### config.mk
export PLATFORM = sky130hd
export DESIGN_NAME = sound_arbiter_flat
export DESIGN_NICKNAME = d
export VERILOG_FILES = /design/src/rtl/sound_arbiter_pkg.sv /design/src/rtl/sound_arbiter_if.sv /design/src/rtl/sound_arbiter_rr_picker.sv /design/src/rtl/sound_arbiter.sv /design/src/flat_wrapper.sv
export SDC_FILE = /design/constraint.sdc
export NUM_CORES = 1
export LEC_CHECK = 0
export ABC_AREA = 1
export CAP_MARGIN = 0
export CORE_ASPECT_RATIO = 1.4
export CORE_MARGIN = 1.5
export CORE_UTILIZATION = 45
export DETAILED_ROUTE_END_ITERATION = 7
export PLACE_DENSITY_LB_ADDON = 0.08
export SLEW_MARGIN = 20
export SYNTH_ARGS = -nofsm -noshare
export SYNTH_HDL_FRONTEND = slang
export SYNTH_SLANG_ARGS = --single-unit
### constraint.sdc
create_clock -name clk -period 2.75 [get_ports clk]
set_clock_uncertainty 0.1 [all_clocks]
set_input_delay 0.55 -clock clk [delete_from_list [all_inputs] [get_ports clk]]
set_output_delay 0.55 -clock clk [all_outputs]
set_load 0.01 [all_outputs]
### src/rtl/sound_arbiter_pkg.sv
// Shared constants, state encoding and sizing helper for the sound arbiter.
package sound_arbiter_pkg;

  // Note field widths used across the sound path.
  localparam int OCTAVE_BITS = 2;
  localparam int NOTE_BITS   = 3;
  localparam int LENGTH_BITS = 3;

  // Requester slots feeding the single Sound engine.
  localparam int REQ_FREE  = 0;
  localparam int REQ_AUTO  = 1;
  localparam int REQ_PLAY  = 2;
  localparam int N_REQ_DEF = 3;

  typedef enum logic [2:0] {
    ST_IDLE,
    ST_START,
    ST_PLAY,
    ST_FINISH,
    ST_GAP
  } arb_state_e;

  // Width of a counter that must reach the larger of the start timeout and gap.
  function automatic int cnt_width(input int start_to, input int gap);
    int m;
    m = (start_to > gap) ? start_to : gap;
    return $clog2(m + 1);
  endfunction

endpackage

### src/rtl/sound_arbiter_if.sv
// Bundle of requester-side and Sound-side signals around the arbiter.
interface sound_arbiter_if
  import sound_arbiter_pkg::*;
#(
  parameter int N_REQ  = N_REQ_DEF,
  parameter int OCT_W  = OCTAVE_BITS,
  parameter int NOTE_W = NOTE_BITS,
  parameter int LEN_W  = LENGTH_BITS
);
  logic [N_REQ-1:0]        req;
  logic [N_REQ*OCT_W-1:0]  octave_in;
  logic [N_REQ*NOTE_W-1:0] note_in;
  logic [N_REQ*LEN_W-1:0]  length_in;
  logic                    sd_over;
  logic [N_REQ-1:0]        grant;
  logic [N_REQ-1:0]        done;
  logic                    abort;
  logic                    sd_en;
  logic [OCT_W-1:0]        sd_octave;
  logic [NOTE_W-1:0]       sd_note;
  logic [LEN_W-1:0]        sd_length;
  logic                    busy;

  // System side: mode blocks raise requests, Sound reports over.
  modport master (
    output req, octave_in, note_in, length_in, sd_over,
    input  grant, done, abort, sd_en, sd_octave, sd_note, sd_length, busy
  );

  // Arbiter side.
  modport slave (
    input  req, octave_in, note_in, length_in, sd_over,
    output grant, done, abort, sd_en, sd_octave, sd_note, sd_length, busy
  );
endinterface

### src/rtl/sound_arbiter_rr_picker.sv
// Combinational round-robin picker: first set request at or above the pointer, with wrap.
module sound_arbiter_rr_picker #(
  parameter int N_REQ = 3,
  parameter int PTR_W = 2
) (
  input  logic [N_REQ-1:0] req_i,
  input  logic [PTR_W-1:0] ptr_i,
  output logic [N_REQ-1:0] gnt_o,
  output logic [PTR_W-1:0] idx_o,
  output logic             vld_o
);

  // Scan from the pointer upward and keep the first hit.
  always_comb begin
    int  j;
    logic found;
    gnt_o = '0;
    idx_o = '0;
    found = 1'b0;
    j     = 0;
    for (int k = 0; k < N_REQ; k++) begin
      j = int'(ptr_i) + k;
      if (j >= N_REQ) j = j - N_REQ;
      if (!found && req_i[j]) begin
        found    = 1'b1;
        gnt_o[j] = 1'b1;
        idx_o    = PTR_W'(j);
      end
    end
    vld_o = found;
  end

endmodule

### src/rtl/sound_arbiter.sv
// Shares one Sound engine among note requesters: round-robin grant, hold
// enable until Sound finishes (or times out / owner cancels), pulse done,
// then enforce a silent gap before the next note.
module sound_arbiter
  import sound_arbiter_pkg::*;
#(
  parameter int N_REQ    = N_REQ_DEF,
  parameter int OCT_W    = OCTAVE_BITS,
  parameter int NOTE_W   = NOTE_BITS,
  parameter int LEN_W    = LENGTH_BITS,
  parameter int START_TO = 16,
  parameter int GAP      = 4
) (
  input  logic            clk,
  input  logic            rst_n,
  sound_arbiter_if.slave  bus
);

  localparam int PTR_W = (N_REQ > 1) ? $clog2(N_REQ) : 1;
  localparam int CNT_W = cnt_width(START_TO, GAP);
  localparam logic [CNT_W-1:0] CNT_MAX    = '1;
  localparam logic [CNT_W-1:0] START_LAST = CNT_W'(START_TO - 1);
  localparam logic [CNT_W-1:0] GAP_LAST   = CNT_W'(GAP - 1);
  localparam logic [PTR_W-1:0] PTR_LAST   = PTR_W'(N_REQ - 1);

  arb_state_e        state_q, state_d;
  logic [N_REQ-1:0]  grant_q, grant_d;
  logic [N_REQ-1:0]  done_q, done_d;
  logic              abort_q, abort_d;
  logic              sd_en_q, sd_en_d;
  logic [OCT_W-1:0]  oct_q, oct_d;
  logic [NOTE_W-1:0] note_q, note_d;
  logic [LEN_W-1:0]  len_q, len_d;
  logic [PTR_W-1:0]  rr_q, rr_d;
  logic [CNT_W-1:0]  cnt_q, cnt_d;

  logic [N_REQ-1:0]  pick_gnt;
  logic [PTR_W-1:0]  pick_idx;
  logic              pick_vld;
  logic              owner_req;
  logic              fin;
  logic              fin_abort;

  // Counters hold at all-ones instead of wrapping.
  function automatic logic [CNT_W-1:0] sat_inc(input logic [CNT_W-1:0] v);
    return (v == CNT_MAX) ? v : v + 1'b1;
  endfunction

  sound_arbiter_rr_picker #(
    .N_REQ (N_REQ),
    .PTR_W (PTR_W)
  ) u_picker (
    .req_i (bus.req),
    .ptr_i (rr_q),
    .gnt_o (pick_gnt),
    .idx_o (pick_idx),
    .vld_o (pick_vld)
  );

  assign owner_req = |(bus.req & grant_q);

  // Next-state and registered-output logic; a finish request from any
  // service state funnels into one common exit path.
  always_comb begin
    state_d   = state_q;
    grant_d   = grant_q;
    done_d    = '0;
    abort_d   = 1'b0;
    sd_en_d   = sd_en_q;
    oct_d     = oct_q;
    note_d    = note_q;
    len_d     = len_q;
    rr_d      = rr_q;
    cnt_d     = cnt_q;
    fin       = 1'b0;
    fin_abort = 1'b0;

    unique case (state_q)
      ST_IDLE: begin
        if (pick_vld) begin
          grant_d = pick_gnt;
          oct_d   = bus.octave_in[int'(pick_idx)*OCT_W +: OCT_W];
          note_d  = bus.note_in[int'(pick_idx)*NOTE_W +: NOTE_W];
          len_d   = bus.length_in[int'(pick_idx)*LEN_W +: LEN_W];
          sd_en_d = 1'b1;
          rr_d    = (pick_idx == PTR_LAST) ? '0 : pick_idx + 1'b1;
          cnt_d   = '0;
          state_d = ST_START;
        end
      end
      ST_START: begin
        if (!owner_req) begin
          fin       = 1'b1;
          fin_abort = 1'b1;
        end else if (!bus.sd_over) begin
          cnt_d   = '0;
          state_d = ST_PLAY;
        end else if (cnt_q == START_LAST) begin
          fin       = 1'b1;
          fin_abort = 1'b1;
        end else begin
          cnt_d = sat_inc(cnt_q);
        end
      end
      ST_PLAY: begin
        if (!owner_req) begin
          fin       = 1'b1;
          fin_abort = 1'b1;
        end else if (bus.sd_over) begin
          fin = 1'b1;
        end
      end
      ST_FINISH: begin
        cnt_d   = '0;
        state_d = ST_GAP;
      end
      ST_GAP: begin
        sd_en_d = 1'b0;
        if (cnt_q == GAP_LAST) begin
          cnt_d   = '0;
          state_d = ST_IDLE;
        end else begin
          cnt_d = sat_inc(cnt_q);
        end
      end
      default: state_d = ST_IDLE;
    endcase

    if (fin) begin
      done_d  = grant_q;
      abort_d = fin_abort;
      grant_d = '0;
      sd_en_d = 1'b0;
      state_d = ST_FINISH;
    end
  end

  // State and output registers; reset clears everything including the note latch.
  always_ff @(posedge clk) begin
    if (!rst_n) begin
      state_q <= ST_IDLE;
      grant_q <= '0;
      done_q  <= '0;
      abort_q <= 1'b0;
      sd_en_q <= 1'b0;
      oct_q   <= '0;
      note_q  <= '0;
      len_q   <= '0;
      rr_q    <= '0;
      cnt_q   <= '0;
    end else begin
      state_q <= state_d;
      grant_q <= grant_d;
      done_q  <= done_d;
      abort_q <= abort_d;
      sd_en_q <= sd_en_d;
      oct_q   <= oct_d;
      note_q  <= note_d;
      len_q   <= len_d;
      rr_q    <= rr_d;
      cnt_q   <= cnt_d;
    end
  end

  assign bus.grant     = grant_q;
  assign bus.done      = done_q;
  assign bus.abort     = abort_q;
  assign bus.sd_en     = sd_en_q;
  assign bus.sd_octave = oct_q;
  assign bus.sd_note   = note_q;
  assign bus.sd_length = len_q;
  assign bus.busy      = (state_q != ST_IDLE);

endmodule
### src/flat_wrapper.sv
// flat-port wrapper written by rule: the top's interface ports become plain ports
module sound_arbiter_flat import sound_arbiter_pkg::*;
#(
  parameter int N_REQ    = N_REQ_DEF,
  parameter int OCT_W    = OCTAVE_BITS,
  parameter int NOTE_W   = NOTE_BITS,
  parameter int LEN_W    = LENGTH_BITS,
  parameter int START_TO = 16,
  parameter int GAP      = 4
)
  (clk, rst_n, bus_req, bus_octave_in, bus_note_in, bus_length_in, bus_sd_over, bus_grant, bus_done, bus_abort, bus_sd_en, bus_sd_octave, bus_sd_note, bus_sd_length, bus_busy);
  sound_arbiter_if #(.N_REQ(N_REQ), .OCT_W(OCT_W), .NOTE_W(NOTE_W), .LEN_W(LEN_W)) bus_i ();
  input  logic clk;
  input  logic rst_n;
  input wire logic [$bits(bus_i.req)-1:0] bus_req;
  input wire logic [$bits(bus_i.octave_in)-1:0] bus_octave_in;
  input wire logic [$bits(bus_i.note_in)-1:0] bus_note_in;
  input wire logic [$bits(bus_i.length_in)-1:0] bus_length_in;
  input wire logic [$bits(bus_i.sd_over)-1:0] bus_sd_over;
  output wire logic [$bits(bus_i.grant)-1:0] bus_grant;
  output wire logic [$bits(bus_i.done)-1:0] bus_done;
  output wire logic [$bits(bus_i.abort)-1:0] bus_abort;
  output wire logic [$bits(bus_i.sd_en)-1:0] bus_sd_en;
  output wire logic [$bits(bus_i.sd_octave)-1:0] bus_sd_octave;
  output wire logic [$bits(bus_i.sd_note)-1:0] bus_sd_note;
  output wire logic [$bits(bus_i.sd_length)-1:0] bus_sd_length;
  output wire logic [$bits(bus_i.busy)-1:0] bus_busy;
  assign bus_i.req = bus_req;
  assign bus_i.octave_in = bus_octave_in;
  assign bus_i.note_in = bus_note_in;
  assign bus_i.length_in = bus_length_in;
  assign bus_i.sd_over = bus_sd_over;
  assign bus_grant = bus_i.grant;
  assign bus_done = bus_i.done;
  assign bus_abort = bus_i.abort;
  assign bus_sd_en = bus_i.sd_en;
  assign bus_sd_octave = bus_i.sd_octave;
  assign bus_sd_note = bus_i.sd_note;
  assign bus_sd_length = bus_i.sd_length;
  assign bus_busy = bus_i.busy;
  sound_arbiter #(.N_REQ(N_REQ), .OCT_W(OCT_W), .NOTE_W(NOTE_W), .LEN_W(LEN_W), .START_TO(START_TO), .GAP(GAP)) u_core (.clk(clk), .rst_n(rst_n), .bus(bus_i));
endmodule
-- After elaboration in Yosys (flattened, before gate mapping)
Cells that the tools add are included.
- add/subtract/negate cells: 7
- multipliers: 1
- divide/modulo/power cells: 0
- $lt $le $gt $ge: 9
- equal/unequal tests: 18
- shift operators: 3
- muxes and demuxes: 51
- bitwise operators: 5
- reduce and logical (&&, ||, !) cells: 19
- operators with widths (cell ; number):
    32-bit by 1-bit greater-or-equal comparator with 1-bit output (second input constant) ; 3
    32-bit by 4-bit less-than comparator with 1-bit output (second input constant) ; 3
    32-bit 2-to-1 mux ; 3
    9-bit by 32-bit variable part select with 3-bit output ; 2
    5-bit 2-to-1 mux ; 6
    3-bit 2-to-1 mux ; 7
    5-bit case mux with 4 select lines ; 1
    1-bit 2-to-1 mux ; 19
    3-bit case mux with 5 select lines ; 1
    2-bit 2-to-1 mux ; 5
    5-bit AND reduction ; 2
    3-bit by 1-bit != test with 1-bit output (second input constant) ; 3
    2-bit by 1-bit != test with 1-bit output (second input constant) ; 4
    3-bit by 2-bit subtractor with 4-bit output (second input constant) ; 2
    1-bit binary-select mux with 2-bit select ; 3
    1-bit demux with 2-bit select ; 3
    3-bit by 2-bit == test with 1-bit output (second input constant) ; 2
    3-bit by 2-bit greater-or-equal comparator with 1-bit output (second input constant) ; 2
    3-bit OR ; 2
    1-bit case mux with 2 select lines ; 3
    2-bit AND reduction ; 3
    6-bit by 4-bit variable part select with 2-bit output ; 1
    5-bit by 1-bit adder with 5-bit output (second input constant) ; 1
    5-bit by 2-bit == test with 1-bit output (second input constant) ; 1
    other kinds (25) ; 31
- register bits: 26
- latch bits: 0
- RAM bits: 0
- bits in read-only memories: 0
- input port bits: 30
- output and inout port bits: 17
- word-level logic and storage cells: 124
- memories kept: 0

-- Depth between registers and ports, before layout
- depth in word-level cells: 15
- mapped depth: 14
- depth with buffers taken out: 14

-- Hierarchy
A second synthesis with hierarchy kept.
- cells, all modules: 262
- area total of the unflattened synthesis: 1701.6 um2
- by module, submodules not included (module ; instances ; cells each ; area an instance (um2) ; seq. area each (um2)):
    sound_arbiter ; 1 ; 198 ; 1373.8 ; 520.5
    sound_arbiter_rr_picker ; 1 ; 64 ; 327.8 ; 0.0

-- Worst setup path before layout
No wires, ideal clock.
- path type: reg-to-reg
- start point: register u_core.rr_q[0]
- end point: register u_core.len_q[0], in the netlist u_core.bus.sd_length[0]
- library setup time: 0.122 ns
- arrival: 1.718 ns
- data required time: 2.528 ns
- slack: 0.810 ns
- stages on the path, launching flop included: 13
- buffers on the path: 0
- clock period less this slack: 1.940 ns
- path through: dfxtp_1 -> inv_1 -> ha_1 -> inv_2 -> nand2_1 -> nand3_1 -> nand2_1 -> nand2_2 -> nor2_4 -> nor2_4 -> inv_2 -> a21oi_1 -> a21oi_2
- cells in the longest elaborated chain, start to end: 14
- elaborated cells on any way between the ends: 33
- classes of those cells: add/sub (5); mul (1); order compare (3); shift (1); mux (18); reduce/logical (5)
- RTL lines (element ; line ; source):
    start: declaration ; sound_arbiter.sv:34 ; logic [PTR_W-1:0] rr_q, rr_d;
    start signal: assignment ; sound_arbiter.sv:160 ; rr_q <= rr_d;
    parallel branches: the longest is 14 deep, another holds 3-bit by 2-bit subtractor with 4-bit output ; -- ;
    end signal: assignment ; sound_arbiter.sv:159 ; len_q <= len_d;
    end: declaration ; sound_arbiter.sv:33 ; logic [LEN_W-1:0] len_q, len_d;
Several ways; the timed one is not identified. The select of a mux whose other input is x is not followed.
A chain may end at the register's enable or synchronous reset.

-- Final worst setup path
- start point: register u_core.state_q[1]
- end point: output port bus_busy
- cells in the longest elaborated chain, start to end: 1
- RTL lines (element ; line ; source):
    start: declaration ; sound_arbiter.sv:26 ; arb_state_e state_q, state_d;
    start signal: assignment ; sound_arbiter.sv:152 ; state_q <= state_d;
    3-bit nonzero test ; sound_arbiter.sv:172 ; assign bus.busy = (state_q != ST_IDLE);
    end: declaration ; flat_wrapper.sv:27 ; output wire logic [$bits(bus_i.busy)-1:0] bus_busy;
No other way between the ends.

==> impl_metrics.tcl <==
set metrics [dict create \
    fp.dieArea_mm2 0.00416 \
    postCtsResizedCells 0 \
    rows 26 \
    crit_type "reg -> out" \
    reg2reg_depth 12 \
    ys_types 28 \
    grt_max_degree 17 \
    dp_hpwl_um 3180 \
    vias_per_cell 4.99 \
    synth_top_area_cell "dfxtp_1" \
    synth_fp_nets 289 \
    start_util_pct 46.6 \
    fin_setup_tns_ps 0 \
    stdcell_area_mm2 0.00228 \
    clkTransAtPathRegs_ps 90 \
    slew_viol_final 0 \
    startpoint_type "flip-flop" \
    die_w_um 54.9 \
    drt_iter0_drc 45 \
    numCtsBuffers 3 \
    synthArstFlopShare_pct 0 \
    yosys.cell_count.top_type "nand2_1" \
    routedWlPerCell_um 11.7 \
    grt_usage_pct 20.3 \
    p_leak_nw 1.01 \
    clock_sinks 26 \
    clk_latency_ps 270 \
    cts_tree "yes" \
    max_slew.worst_pin.slew_ps 340 \
    crit_family "buffers and inverters" \
    crit_required_ps 2100 \
    cts_buffer_depth 2 \
    final_net_count 340 \
    grt-ovfl-total 0 \
    first_global_vias 1486 \
    antenna_found_initial 0 \
    cts-hold-fix-buffers 0 \
    netlist_area_mm2 0.00170 \
    drive_gt1_share_pct 14.1 \
    finalSetupViolations 0 \
    die_h_um 75.7 \
    power.density_mw_per_mm2 1140 \
    gp_congestion 0.838 \
    boundaryPins 47 \
    core-area_mm2 0.00364 \
    status "finished clean" \
    critical_path_buf_inv_count 3 \
    numPortBuffers 46 \
    hold_viol 0 \
    crit_top_cell "inv_1" \
    vdd_drop_max_mv 0.846 \
    hp-class "reg -> reg" \
    detail-route-antenna-nets 0 \
    dr_total_vias 1726 \
    synth_edf_count 0 \
    htree_levels 1 \
    wl_um 4040 \
    grt_pass1_wl_um 6290 \
    post_cts_buffers 0 \
    place_area_mm2 0.00221 \
    cp_max_fo 3 \
    max_freq_mhz 423 \
    num_antenna_cells 0 \
    cp_data_arrival_time_ps 1710 \
    layout.cells.non_filler 346 \
    grt_setup_unrepaired "false" \
    slew_headroom_pct 77.4 \
    ys.flop_type "dfxtp_1" \
    ys_ff_latch 26 \
    yosys_warnings 0 \
    drcViolationCount 0 \
    ys_seq_area_share_pct 30.6 \
    cp-end-kind "output port" \
    synth.top_cell.area_share_pct 30.6 \
    synthTopCellsByCount "nand2_1, inv_1, dfxtp_1, nand3_1, a21oi_1" \
    drt-pass1-iter-count 4 \
    synth_top_cells_by_area "dfxtp_1, nand2_1, nand3_1, inv_1, a21oi_1" \
    syn-instance-count 254 \
    hold_path_depth 2 \
    worst-path-stages 5 \
    slowest_stage "clkdlybuf4s50_1" \
    period_needed_ps 2360 \
    maxCapViolCount 0 \
    cp_cell_sequence "inv_1 > nand2_2 > nor2_1 > inv_1 > clkdlybuf4s50_1" \
    area_growth_pct 34.3 \
    root_buffer "clkbuf_8" \
    finalCritPeriodShare_pct 85.9 \
    dp_cells 342 \
    critical-path-max-stage-delay_ps 500 \
    synth_area_per_cell_um2 6.69 \
]
-- power breakdown --
group          total (mW)  internal, mW  switching (mW)
registers           0.599         0.503          0.0958
logic                1.68         0.637            1.04
clock network       0.315         0.195           0.120
total                2.59          1.33            1.26
-- kinds of logic (layout without fill, tap and decap cells) --
logic type | after synthesis | in the layout | synth area share [%]
buffers and inverters | 39 | 89 | 9.28
flip-flops | 26 | 26 | 30.6
AND/OR/NAND/NOR | 131 | 131 | 37.7
AO/OA/AOI/OAI | 53 | 53 | 18.7
adder cells (fa/ha/maj) | 5 | 5 | 3.68
-- layer usage --
layer	track usage, %	share of wire [%]
met1	24.2	45
met2	36.6	50
met3	1.76	2.6
met4	7.86	1.5
met5	0	0
-- state kept, by name, indices dropped and copies added (netlist names) --
register,flops
u_core.bus.sd_en,1
u_core.bus.sd_length,3
u_core.bus.abort,1
u_core.bus.sd_octave,2
u_core.cnt_q,5
u_core.rr_q,2
u_core.bus.sd_note,3
u_core.bus.done,3
u_core.state_q,3
u_core.bus.grant,3
-- cells in the final DEF (no fill, tap or decap), types with 4 or more instances in the layout --
master,n
nand2_1,64
clkdlybuf4s50_1,46
inv_1,28
dfxtp_1,26
nand3_1,25
a21oi_1,20
nor2_1,18
o21ai_0,13
inv_2,8
a21oi_2,8
nand2_2,6
nand3_2,5
o21ai_1,5
ha_1,5
nand4_1,4
-- tightest hold or removal path, delay by kind of cell, from the launching register on --
kind | cells | cell delay (ps)
simple gates | 1 | 60
compound gates | 1 | 50
flops | 1 | 320
-- per-stage QoR --
step	power, mW	setup WS [ps]	hold WS (ps)	utilization [%]
floorplan	1.83	810	361	-
global placement	2.26	352	363	60.7
detailed placement	2.28	282	368	60.7
CTS	2.60	386	380	62.6
global route	2.83	274	402	62.6
finish	2.59	387	375	62.6
-- final cells by class --
class | count | area, µm²
fill | 343 | 1360
clock inverter | 1 | 30.0
multi-input combinational | 189 | 1020
clock buffer | 3 | 41.3
inverter | 37 | 141
sequential | 26 | 520
tap | 42 | 52.6
timing repair buffer | 48 | 475
-- worst paths after layout --
check	from	end	slack (ps)
max	u_core.state_q[1]	bus_busy	390
min	u_core.bus.sd_en	u_core.bus.sd_en	370
min reg2reg	u_core.bus.sd_en	u_core.bus.sd_en	370
max reg2reg	u_core.rr_q[0]	u_core.bus.sd_note[1]	500
No activity file was read; power rests on OpenSTA's default activity.
